## src/rtl/cpu_pkg.sv

```systemverilog
// ---------------------------------------------------------------------------
// cpu_pkg
// Shared definitions for the front end of the pipeline:
//   - PC width default and NOP encoding
//   - instruction operand field positions (OP1 = [11:8], OP2 = [7:4])
//   - fetch FSM state type
// No ports (package).
// ---------------------------------------------------------------------------
package cpu_pkg;

    localparam int          PC_W_DEFAULT = 8;
    localparam int          INSTR_W      = 16;
    localparam logic [15:0] NOP_INSTR    = 16'h0000;

    // Operand field positions; the NOP keeps both fields zero so that a
    // flushed slot can never look like a register dependency.
    localparam int OP1_HI = 11;
    localparam int OP1_LO = 8;
    localparam int OP2_HI = 7;
    localparam int OP2_LO = 4;

    // FETCH: a request is (or is about to be) on the memory interface.
    // HELD : a fetched instruction waits in the skid buffer, no request out.
    typedef enum logic {
        FETCH = 1'b0,
        HELD  = 1'b1
    } fetch_state_t;

endpackage

```

## src/rtl/ifid_reg.sv

```systemverilog
// ---------------------------------------------------------------------------
// ifid_reg
// One {valid, pc, instr} pipeline slot with flush/load/hold control.
// Used both as the IF/ID register and as the fetch skid buffer.
// Ports:
//   clk, rst                   clock, async active-high reset
//   load                       capture next_* this edge
//   flush                      clear to {0, 0, NOP}; wins over load
//   next_valid/pc/instr        data to capture
//   valid/pc/instr             registered slot contents
// ---------------------------------------------------------------------------
module ifid_reg import cpu_pkg::*; #(
    parameter int          PC_W = PC_W_DEFAULT,
    parameter logic [15:0] NOP  = NOP_INSTR
) (
    input  logic                clk,
    input  logic                rst,
    input  logic                load,
    input  logic                flush,
    input  logic                next_valid,
    input  logic [PC_W-1:0]     next_pc,
    input  logic [INSTR_W-1:0]  next_instr,
    output logic                valid,
    output logic [PC_W-1:0]     pc,
    output logic [INSTR_W-1:0]  instr
);

    // Flush has priority over load; with neither asserted the slot holds
    // bit-exact, which is what a stall relies on.
    always_ff @(posedge clk or posedge rst) begin
        if (rst) begin
            valid <= 1'b0;
            pc    <= '0;
            instr <= NOP;
        end else if (flush) begin
            valid <= 1'b0;
            pc    <= '0;
            instr <= NOP;
        end else if (load) begin
            valid <= next_valid;
            pc    <= next_pc;
            instr <= next_instr;
        end
    end

endmodule

```

## src/rtl/fetch_ifid_stage.sv

```systemverilog
// ---------------------------------------------------------------------------
// fetch_ifid_stage
// Instruction fetch + IF/ID register feeding the hazard detection unit.
// Owns the PC, issues requests on a req/ack instruction-memory handshake,
// holds IF/ID on stall, squashes on a taken branch, and parks a fetch that
// completes during a stall in a one-entry skid buffer.
// Ports:
//   clk, rst                    clock, async active-high reset
//   pcdrive, stall              hazard unit controls (advance = pcdrive & ~stall)
//   branch_taken, branch_target redirect from EX
//   imem_req, imem_addr         fetch request / address (registered)
//   imem_ack, imem_rdata        memory accept + returned instruction
//   ifid_valid/pc/instr         IF/ID contents
//   ifid_op1, ifid_op2          operand fields of ifid_instr
// ---------------------------------------------------------------------------
module fetch_ifid_stage import cpu_pkg::*; #(
    parameter int              PC_W     = PC_W_DEFAULT,
    parameter logic [PC_W-1:0] RESET_PC = '0,
    parameter logic [15:0]     NOP      = NOP_INSTR
) (
    input  logic                clk,
    input  logic                rst,
    input  logic                pcdrive,
    input  logic                stall,
    input  logic                branch_taken,
    input  logic [PC_W-1:0]     branch_target,
    output logic                imem_req,
    output logic [PC_W-1:0]     imem_addr,
    input  logic                imem_ack,
    input  logic [INSTR_W-1:0]  imem_rdata,
    output logic                ifid_valid,
    output logic [PC_W-1:0]     ifid_pc,
    output logic [INSTR_W-1:0]  ifid_instr,
    output logic [3:0]          ifid_op1,
    output logic [3:0]          ifid_op2
);

    localparam logic [PC_W-1:0] PC_ONE = {{(PC_W-1){1'b0}}, 1'b1};

    fetch_state_t       state;
    logic [PC_W-1:0]    pc;
    logic               req;

    logic               advance;
    logic               fetched;
    logic               drain;

    logic               skid_valid;
    logic [PC_W-1:0]    skid_pc;
    logic [INSTR_W-1:0] skid_instr;

    logic               ifid_load;
    logic               skid_load;
    logic               skid_flush;
    logic [PC_W-1:0]    ifid_next_pc;
    logic [INSTR_W-1:0] ifid_next_instr;

    assign advance = pcdrive & ~stall;
    // An ack only counts while our request is actually up; this also masks
    // the first cycle after reset release, before imem_req has risen.
    assign fetched = req & imem_ack;
    assign drain   = (state == HELD) & advance;

    assign ifid_load  = ~branch_taken & ((fetched & advance) | drain);
    assign skid_load  = ~branch_taken & fetched & ~advance;
    assign skid_flush = branch_taken | drain;

    // HELD only ever refills IF/ID from the skid; FETCH takes memory data.
    assign ifid_next_pc    = (state == HELD) ? skid_pc    : pc;
    assign ifid_next_instr = (state == HELD) ? skid_instr : imem_rdata;

    // Fetch FSM. imem_req is registered so it stays low throughout reset
    // and rises on the first edge after release. A taken branch always
    // restarts fetching at the target on the next cycle.
    always_ff @(posedge clk or posedge rst) begin
        if (rst) begin
            state <= FETCH;
            pc    <= RESET_PC;
            req   <= 1'b0;
        end else if (branch_taken) begin
            state <= FETCH;
            pc    <= branch_target;
            req   <= 1'b1;
        end else begin
            case (state)
                FETCH: begin
                    req <= 1'b1;
                    if (fetched) begin
                        pc <= pc + PC_ONE;
                        if (!advance) begin
                            state <= HELD;
                            req   <= 1'b0;
                        end
                    end
                end
                HELD: begin
                    if (advance) begin
                        state <= FETCH;
                        req   <= 1'b1;
                    end
                end
                default: begin
                    state <= FETCH;
                    req   <= 1'b1;
                end
            endcase
        end
    end

    ifid_reg #(.PC_W(PC_W), .NOP(NOP)) u_ifid (
        .clk        (clk),
        .rst        (rst),
        .load       (ifid_load),
        .flush      (branch_taken),
        .next_valid (1'b1),
        .next_pc    (ifid_next_pc),
        .next_instr (ifid_next_instr),
        .valid      (ifid_valid),
        .pc         (ifid_pc),
        .instr      (ifid_instr)
    );

    ifid_reg #(.PC_W(PC_W), .NOP(NOP)) u_skid (
        .clk        (clk),
        .rst        (rst),
        .load       (skid_load),
        .flush      (skid_flush),
        .next_valid (1'b1),
        .next_pc    (pc),
        .next_instr (imem_rdata),
        .valid      (skid_valid),
        .pc         (skid_pc),
        .instr      (skid_instr)
    );

    assign imem_req  = req;
    assign imem_addr = pc;
    assign ifid_op1  = ifid_instr[OP1_HI:OP1_LO];
    assign ifid_op2  = ifid_instr[OP2_HI:OP2_LO];

endmodule
```

## config.mk

```make
export PLATFORM = sky130hd
export DESIGN_NAME = fetch_ifid_stage
export DESIGN_NICKNAME = d
export VERILOG_FILES = /design/src/rtl/cpu_pkg.sv /design/src/rtl/ifid_reg.sv /design/src/rtl/fetch_ifid_stage.sv
export SDC_FILE = /design/constraint.sdc
export NUM_CORES = 1
export LEC_CHECK = 0
export CELL_PAD_IN_SITES_DETAIL_PLACEMENT = 0
export CELL_PAD_IN_SITES_GLOBAL_PLACEMENT = 1
export CORE_ASPECT_RATIO = 0.8
export CORE_MARGIN = 5
export CORE_UTILIZATION = 34
export CTS_CLUSTER_DIAMETER = 30
export DETAILED_ROUTE_END_ITERATION = 8
export PLACE_DENSITY_LB_ADDON = 0.1
export SYNTH_ARGS = -nofsm -noshare
export SYNTH_HDL_FRONTEND = slang
export SYNTH_SLANG_ARGS = --single-unit
```

## constraint.sdc

```tcl
create_clock -name clk -period 1.73 [get_ports clk]
set_clock_uncertainty 0.2 [all_clocks]
set_input_delay 0.2595 -clock clk [delete_from_list [all_inputs] [get_ports clk]]
set_output_delay 0.2595 -clock clk [all_outputs]
set_load 0.01 [all_outputs]
```

==> metrics.txt, run 1 <==
run status finished, final reports clean; maximum level of the CTS H-tree 3; Critical Path Start Type flop; number of DRC markers after the initial detailed-route iteration 143; chip width 114.4 um; portion of total power attributed to sequential cells 0.418; flip-flop and latch count after synthesis 59; Crit. End Element flop; Psw 1052 uW; Seq/Total Area, Yosys 0.4983; total number of placement rows 30; proportion of power drawn by the clock network 0.348; final setup TNS 0 ps; area overhead of the layout relative to synthesis 42.15%; Critical Setup Path Class reg2reg; maximum number of pins on one net before global-route repair 31; highest achievable clock rate 590.2 MHz; number of max-slew violations in the final report 0; Final Cell Area 4212 um2; Routed WL per cell 16.23 um; clock slew seen by the registers of the worst setup and hold paths 70 ps; normalized max-slew margin 0.8080; overall overflow remaining after global route 0; wire length of the first global-routing pass 13,340 um; starting utilization of the core area 0.3493; multi-input gate area in the final layout 1295 um2; area of the core region 8483 um2; clock sink count 59; Logic pwr share 0.234; height of the die 93.50 um; CP Data Arrival Time 1710 ps; switching share of total power 0.2757; leading cell types by total area after synthesis sky130_fd_sc_hd__dfrtp_1 (50%), sky130_fd_sc_hd__mux2_2 (9.1%), sky130_fd_sc_hd__mux2i_1 (8.4%); Final setup viols 0; diode count 0; minimum period implied by the final worst setup slack 1694 ps; clock latency of the later-clocked register in the worst-skew pair 330 ps; full die area 10,690 um2; RSZ-0062 raised after global routing yes; Residual DRC 0; smallest setup slack after layout 35.65 ps; total via count after detailed routing 2,463; routability congestion estimate 0.6935; VDD IR max 373.7 uV; area share of the leading cell type in the synthesized netlist 0.4983; slew at the pin closest to its max-slew limit 280.0 ps; number of buffers inserted during clock tree synthesis 9; fraction of final layout cells sized beyond drive strength 1 0.2261; Placed Instances 468; data required time of the critical path 1750 ps; antenna violations before repair 0; Netlist cell types 37; clock tree from TritonCTS done; worst setup timing slack at the placement stage -274.8 ps; cell-internal power 2763 uW; synthesized instance count 288; worst slack on hold paths 14.13 ps; max cap viols 0; Final Hold Vio Count 0; number of global-route vias before repair 2,541; leakage power 0.002047 uW; Longest Clk Path Bufs 2; Layout Nets 402; crit path max fanout 15; register area 1485 um2; number of nets in the synthesized netlist 319; Port-buffer cells 71; average size of a mapped cell 10.29 um2; Hold Buf Count CTS 0; routed via count divided by cell count 5.047; root buffer cell sky130_fd_sc_hd__clkbuf_8; cell area power density 905.7 nW/um2; post-synthesis cell type with the largest combined area sky130_fd_sc_hd__dfrtp_1; total placed instance area 3938 um2; top flip-flop cell by instance count after synthesis sky130_fd_sc_hd__dfrtp_1; total routing resource utilization after global routing 0.1598; sum of routed wire length over all layers 7920 um; number of nets with antenna violations after routing 0; number of enable flip-flop cells after synthesis 0; top-level I/O count 72; most used standard cells in the synthesized netlist sky130_fd_sc_hd__dfrtp_1 (59), sky130_fd_sc_hd__o21ai_0 (31), sky130_fd_sc_hd__nor2_1 (28); share of the clock period used by the worst path after layout 0.9794; Post-Syn Area 2963 um2; number of non-filler instances in the completed layout 488; half-perimeter wire length of the detailed placement result 5362 um; number of warnings reported in the yosys synthesis log 0; final-layout fill cell count 832; library cell with the highest instance count after synthesis sky130_fd_sc_hd__dfrtp_1; async set or reset register ratio after synthesis 1.000; classification of the worst-slack hold path in2async; router iterations before antenna repair 4
==> cell type report <==
type	count	area share
multi-input cells	196	0.3075
flip-flops and latches	59	0.3526
well taps	112	0.03327
inverters	4	0.004456
clock buffers	12	0.03922
repair buffers	101	0.2516
clock inverters	4	0.01129
==> registers in the layout, summed over array words and instances, names as in the netlist <==
register,flops
state,1
imem_req,1
u_skid.pc,8
u_ifid.valid,1
u_ifid.pc,8
u_skid.instr,16
imem_addr,8
u_ifid.instr,16
==> worst max-delay path: stages, from the launching register on <==
cell	delay (ps)
sky130_fd_sc_hd__dfrtp_2	410
sky130_fd_sc_hd__buf_4	300
sky130_fd_sc_hd__mux2i_1	340
sky130_fd_sc_hd__nor2_1	70
sky130_fd_sc_hd__mux2_2	260
==> metrics by stage <==
stage	util	total power, uW
after floorplan	-	2070
after global placement	0.4642	2537
after detailed placement	0.4642	2546
after CTS	0.4913	3885
after global routing	0.4965	4028
final	0.4965	3814
==> timing repair <==
item,in CTS,in global routing
hold endpoints to repair,0,0
buffers inserted,4,0
endpoints found under the setup margin,20,59
resized for setup,20,18
==> logic make-up (layout without fill, tap and decap cells) <==
| family | count (synthesis) | after routing | share of synthesized area |
|---|---|---|---|
| and+or+nand+nor | 77 | 77 | 0.1271 |
| AOI/OAI and AO/OA | 67 | 67 | 0.1242 |
| DFF | 59 | 59 | 0.4983 |
| muxes | 49 | 49 | 0.1757 |
| buffers and inverters | 33 | 121 | 0.06461 |
| xor gates and xnor gates | 2 | 2 | 0.005913 |
| adders and majority gates | 1 | 1 | 0.004222 |
==> worst paths after layout <==
| kind | startpoint | endpoint | slack (ps) | depth (start not counted) |
|---|---|---|---|---|
| max reg2reg | state | u_ifid.instr[7] | 40 | 4 |
| min | rst | u_ifid.instr[5] | 10 | 2 |
| min in group clk | branch_target[0] | imem_addr[0] | 290 | 3 |
| max in group asynchronous | rst | state | 880 | 3 |
| max | state | u_ifid.instr[7] | 40 | 4 |
| min reg2reg | u_ifid.instr[1] | u_ifid.instr[1] | 300 | 1 |
==> routing by layer <==
| layer | vias to the layer above | wire [um] | part of all wire | GRT usage |
|---|---|---|---|---|
| met3 | 4 | 455 | 0.057 | 0.04657 |
| met1 | 1219 | 3922 | 0.50 | 0.2314 |
| met2 | 59 | 3496 | 0.44 | 0.2354 |
| li1 | 1181 | - | - | - |
| met4 | 0 | 46 | 0.0058 | 0.03561 |
| met5 | - | 0 | 0 | 0 |
==> power by group through the flow <==
stage | logic [uW] | registers (uW) | clock network [uW]
global placement | 906 | 1630 | 0
CTS | 918 | 1600 | 1370
floorplan | 414 | 1660 | 0
global route | 979 | 1610 | 1440
finish | 893 | 1590 | 1330
detailed placement | 913 | 1630 | 0
==> cells in the final DEF, fill, tap and decap left out, types with 2 or more instances in the layout <==
cell | Yosys | final
sky130_fd_sc_hd__buf_4 | 8 | 22
sky130_fd_sc_hd__o211ai_1 | 2 | 2
sky130_fd_sc_hd__a31oi_1 | 3 | 3
sky130_fd_sc_hd__inv_1 | 3 | 2
sky130_fd_sc_hd__nand2_1 | 8 | 8
sky130_fd_sc_hd__nand3_1 | 27 | 27
sky130_fd_sc_hd__mux2i_1 | 25 | 25
sky130_fd_sc_hd__clkbuf_8 | 1 | 12
sky130_fd_sc_hd__or4_1 | 2 | 2
sky130_fd_sc_hd__clkdlybuf4s50_1 | 0 | 39
sky130_fd_sc_hd__a21oi_1 | 26 | 26
sky130_fd_sc_hd__dfrtp_2 | 0 | 7
sky130_fd_sc_hd__dfrtp_1 | 59 | 52
sky130_fd_sc_hd__dlygate4sd2_1 | 0 | 15
sky130_fd_sc_hd__or3_1 | 2 | 2
sky130_fd_sc_hd__clkinvlp_4 | 0 | 2
sky130_fd_sc_hd__mux2_2 | 24 | 24
sky130_fd_sc_hd__o21ai_0 | 31 | 31
sky130_fd_sc_hd__xor2_1 | 2 | 2
sky130_fd_sc_hd__buf_12 | 0 | 8
sky130_fd_sc_hd__dlymetal6s2s_1 | 0 | 17
sky130_fd_sc_hd__clkinv_2 | 0 | 2
sky130_fd_sc_hd__nor2_1 | 28 | 28
No activity file was read; power rests on OpenSTA's default activity.
==> inputs of run 2 (changes only) <==
Clock period 1.73 ns to 1.38 ns, I/O delays scaled along.
==> metrics.txt, run 2 (synthesized netlist as in run 1, its figures left out) <==
run status complete, but fails checks; violated checks negative setup slack; capture point of the worst path u_ifid.instr[6]; total via count after detailed routing 2,593; top-level I/O count 72; met2 global-route usage 0.2427; maximum number of pins on one net before global-route repair 48; RSZ-0062 raised after global routing yes; Port-buffer cells 71; root buffer cell sky130_fd_sc_hd__clkbuf_8; Layout Nets 430; antenna violations before repair 0; maximum level of the CTS H-tree 3; smallest setup slack after layout -286.3 ps; register area 1483 um2; met3 Use GR 0.03881; Crit. Startpoint state; Critical Setup Path Class reg2reg; fraction of final layout cells sized beyond drive strength 1 0.5025; total number of placement rows 30; number of non-filler instances in the completed layout 516; Layout Utilization 0.5602; wire length of the first global-routing pass 13,540 um; area overhead of the layout relative to synthesis 60.39%; total routing resource utilization after global routing 0.1618; multi-input gate area in the final layout 1730 um2; Routed WL per cell 16.84 um; Residual DRC 0; highest achievable clock rate 600.1 MHz; terminus of the critical flop-to-flop path u_ifid.instr[6]; worst-case reg-to-reg path depth 4; crit path max fanout 15; most frequent cells in the layout sky130_fd_sc_hd__dfrtp_1 (54), sky130_fd_sc_hd__buf_4 (35), sky130_fd_sc_hd__nor2_1 (28), sky130_fd_sc_hd__clkdlybuf4s50_1 (28); normalized max-slew margin 0.6948; full die area 10,690 um2; reg-to-reg startpoint state; leakage power 0.002080 uW; sum of routed wire length over all layers 8692 um; clock sink count 59; CP Data Arrival Time 1690 ps; max cap viols 0; clock tree from TritonCTS done; number of global-route vias before repair 2,602; Placed Instances 479; chip width 114.4 um; starting utilization of the core area 0.3493; routability congestion estimate 0.7383; diode count 0; GR Util met1 0.2334; final-layout fill cell count 817; VDD IR max 545.9 uV; classification of the worst-slack hold path in2async; clock slew seen by the registers of the worst setup and hold paths 70 ps; Final Hold Vio Count 0; share of the clock period used by the worst path after layout 1.207; cell area power density 1068 nW/um2; leading cell type in the layout, fill and taps excluded sky130_fd_sc_hd__dfrtp_1; reg2reg setup slack -290 ps; Critical Path Start Type flop; half-perimeter wire length of the detailed placement result 5596 um; number of DRC markers after the initial detailed-route iteration 123; number of buffers inserted during clock tree synthesis 9; Longest Clk Path Bufs 2; height of the die 93.50 um; data required time of the critical path 1400 ps; Final setup viols 61; routed via count divided by cell count 5.025; area of the core region 8483 um2; Most Used Layer, Global Route met2; Final Cell Area 4752 um2; overall overflow remaining after global route 0; slew at the pin closest to its max-slew limit 457.8 ps; router iterations before antenna repair 4; minimum period implied by the final worst setup slack 1666 ps; clock latency of the later-clocked register in the worst-skew pair 340 ps; number of max-slew violations in the final report 0; biggest regs u_ifid.instr (16), u_skid.instr (16); number of nets with antenna violations after routing 0; Crit. End Element flop; total placed instance area 4048 um2
## run 2: cell types whose count changed in the layout (fill, tap and decap cells not counted), sizes merged
| cell | delta |
|---|---|
| clkinv | +1 |
| dlymetal6s2s | -17 |
| clkbuf | +12 |
| clkdlybuf4s15 | +3 |
| clkdlybuf4s50 | -11 |
| dlygate4sd2 | -14 |
| buf | +55 |
| clkinvlp | -1 |
## run 2: worst min-delay path by stage
stage | slack, ps | startpoint | endpoint
after floorplan | 110 | rst | imem_addr[2]
after global placement | 290 | u_ifid.pc[7] | u_ifid.pc[7]
after detailed placement | 290 | u_ifid.pc[1] | u_ifid.pc[1]
after CTS | 60 | rst | u_ifid.instr[5]
after global routing | 80 | rst | u_ifid.instr[6]
final | 70 | rst | u_ifid.instr[15]
## run 2: timing repair
action,CTS,global route
setup endpoints to repair,98,89
pin swaps,18,32
hold buffers,0,0
resized for setup,187,81
buffers inserted,15,4
gates cloned,3,1
## run 2: per-stage QoR
stage | setup TNS, ps | hold slack, ps | worst slack, ps | power (uW)
finish | -10700 | 73.37 | -286.3 | 5075
global route | -13990 | 84.03 | -332.3 | 5316
CTS | -9688 | 60.33 | -278.2 | 5024
detailed placement | -26800 | 294.6 | -602.8 | 3252
global placement | -26320 | 292.9 | -590.3 | 3236
floorplan | -7626 | 106.5 | -345.3 | 2637
## run 2: layer usage
layer	vias up	wire, um
li1	1242	-
met1	1282	4230
met2	61	3961
met3	8	444
met4	0	56
met5	-	0
## run 2: critical path: stages (launching register included)
cell and delay, ps:
sky130_fd_sc_hd__dfrtp_2 440, sky130_fd_sc_hd__a21o_2 210, sky130_fd_sc_hd__a21oi_4 160, sky130_fd_sc_hd__buf_12 190, sky130_fd_sc_hd__mux2_2 340
## run 2: layout make-up
cell class,instances,area share
Sequential cell,59,0.3120
Inverter,4,0.003949
Tap cell,112,0.02949
Clock inverter,4,0.01027
Clock buffer,12,0.03265
Multi-Input combinational cell,196,0.3641
Timing Repair Buffer,129,0.2475
## run 2: where the power goes
group,leakage (uW),switching [uW],internal [uW]
registers,0.000762,109,1890
logic,0.00121,674,748
clock network,0.000106,722,931
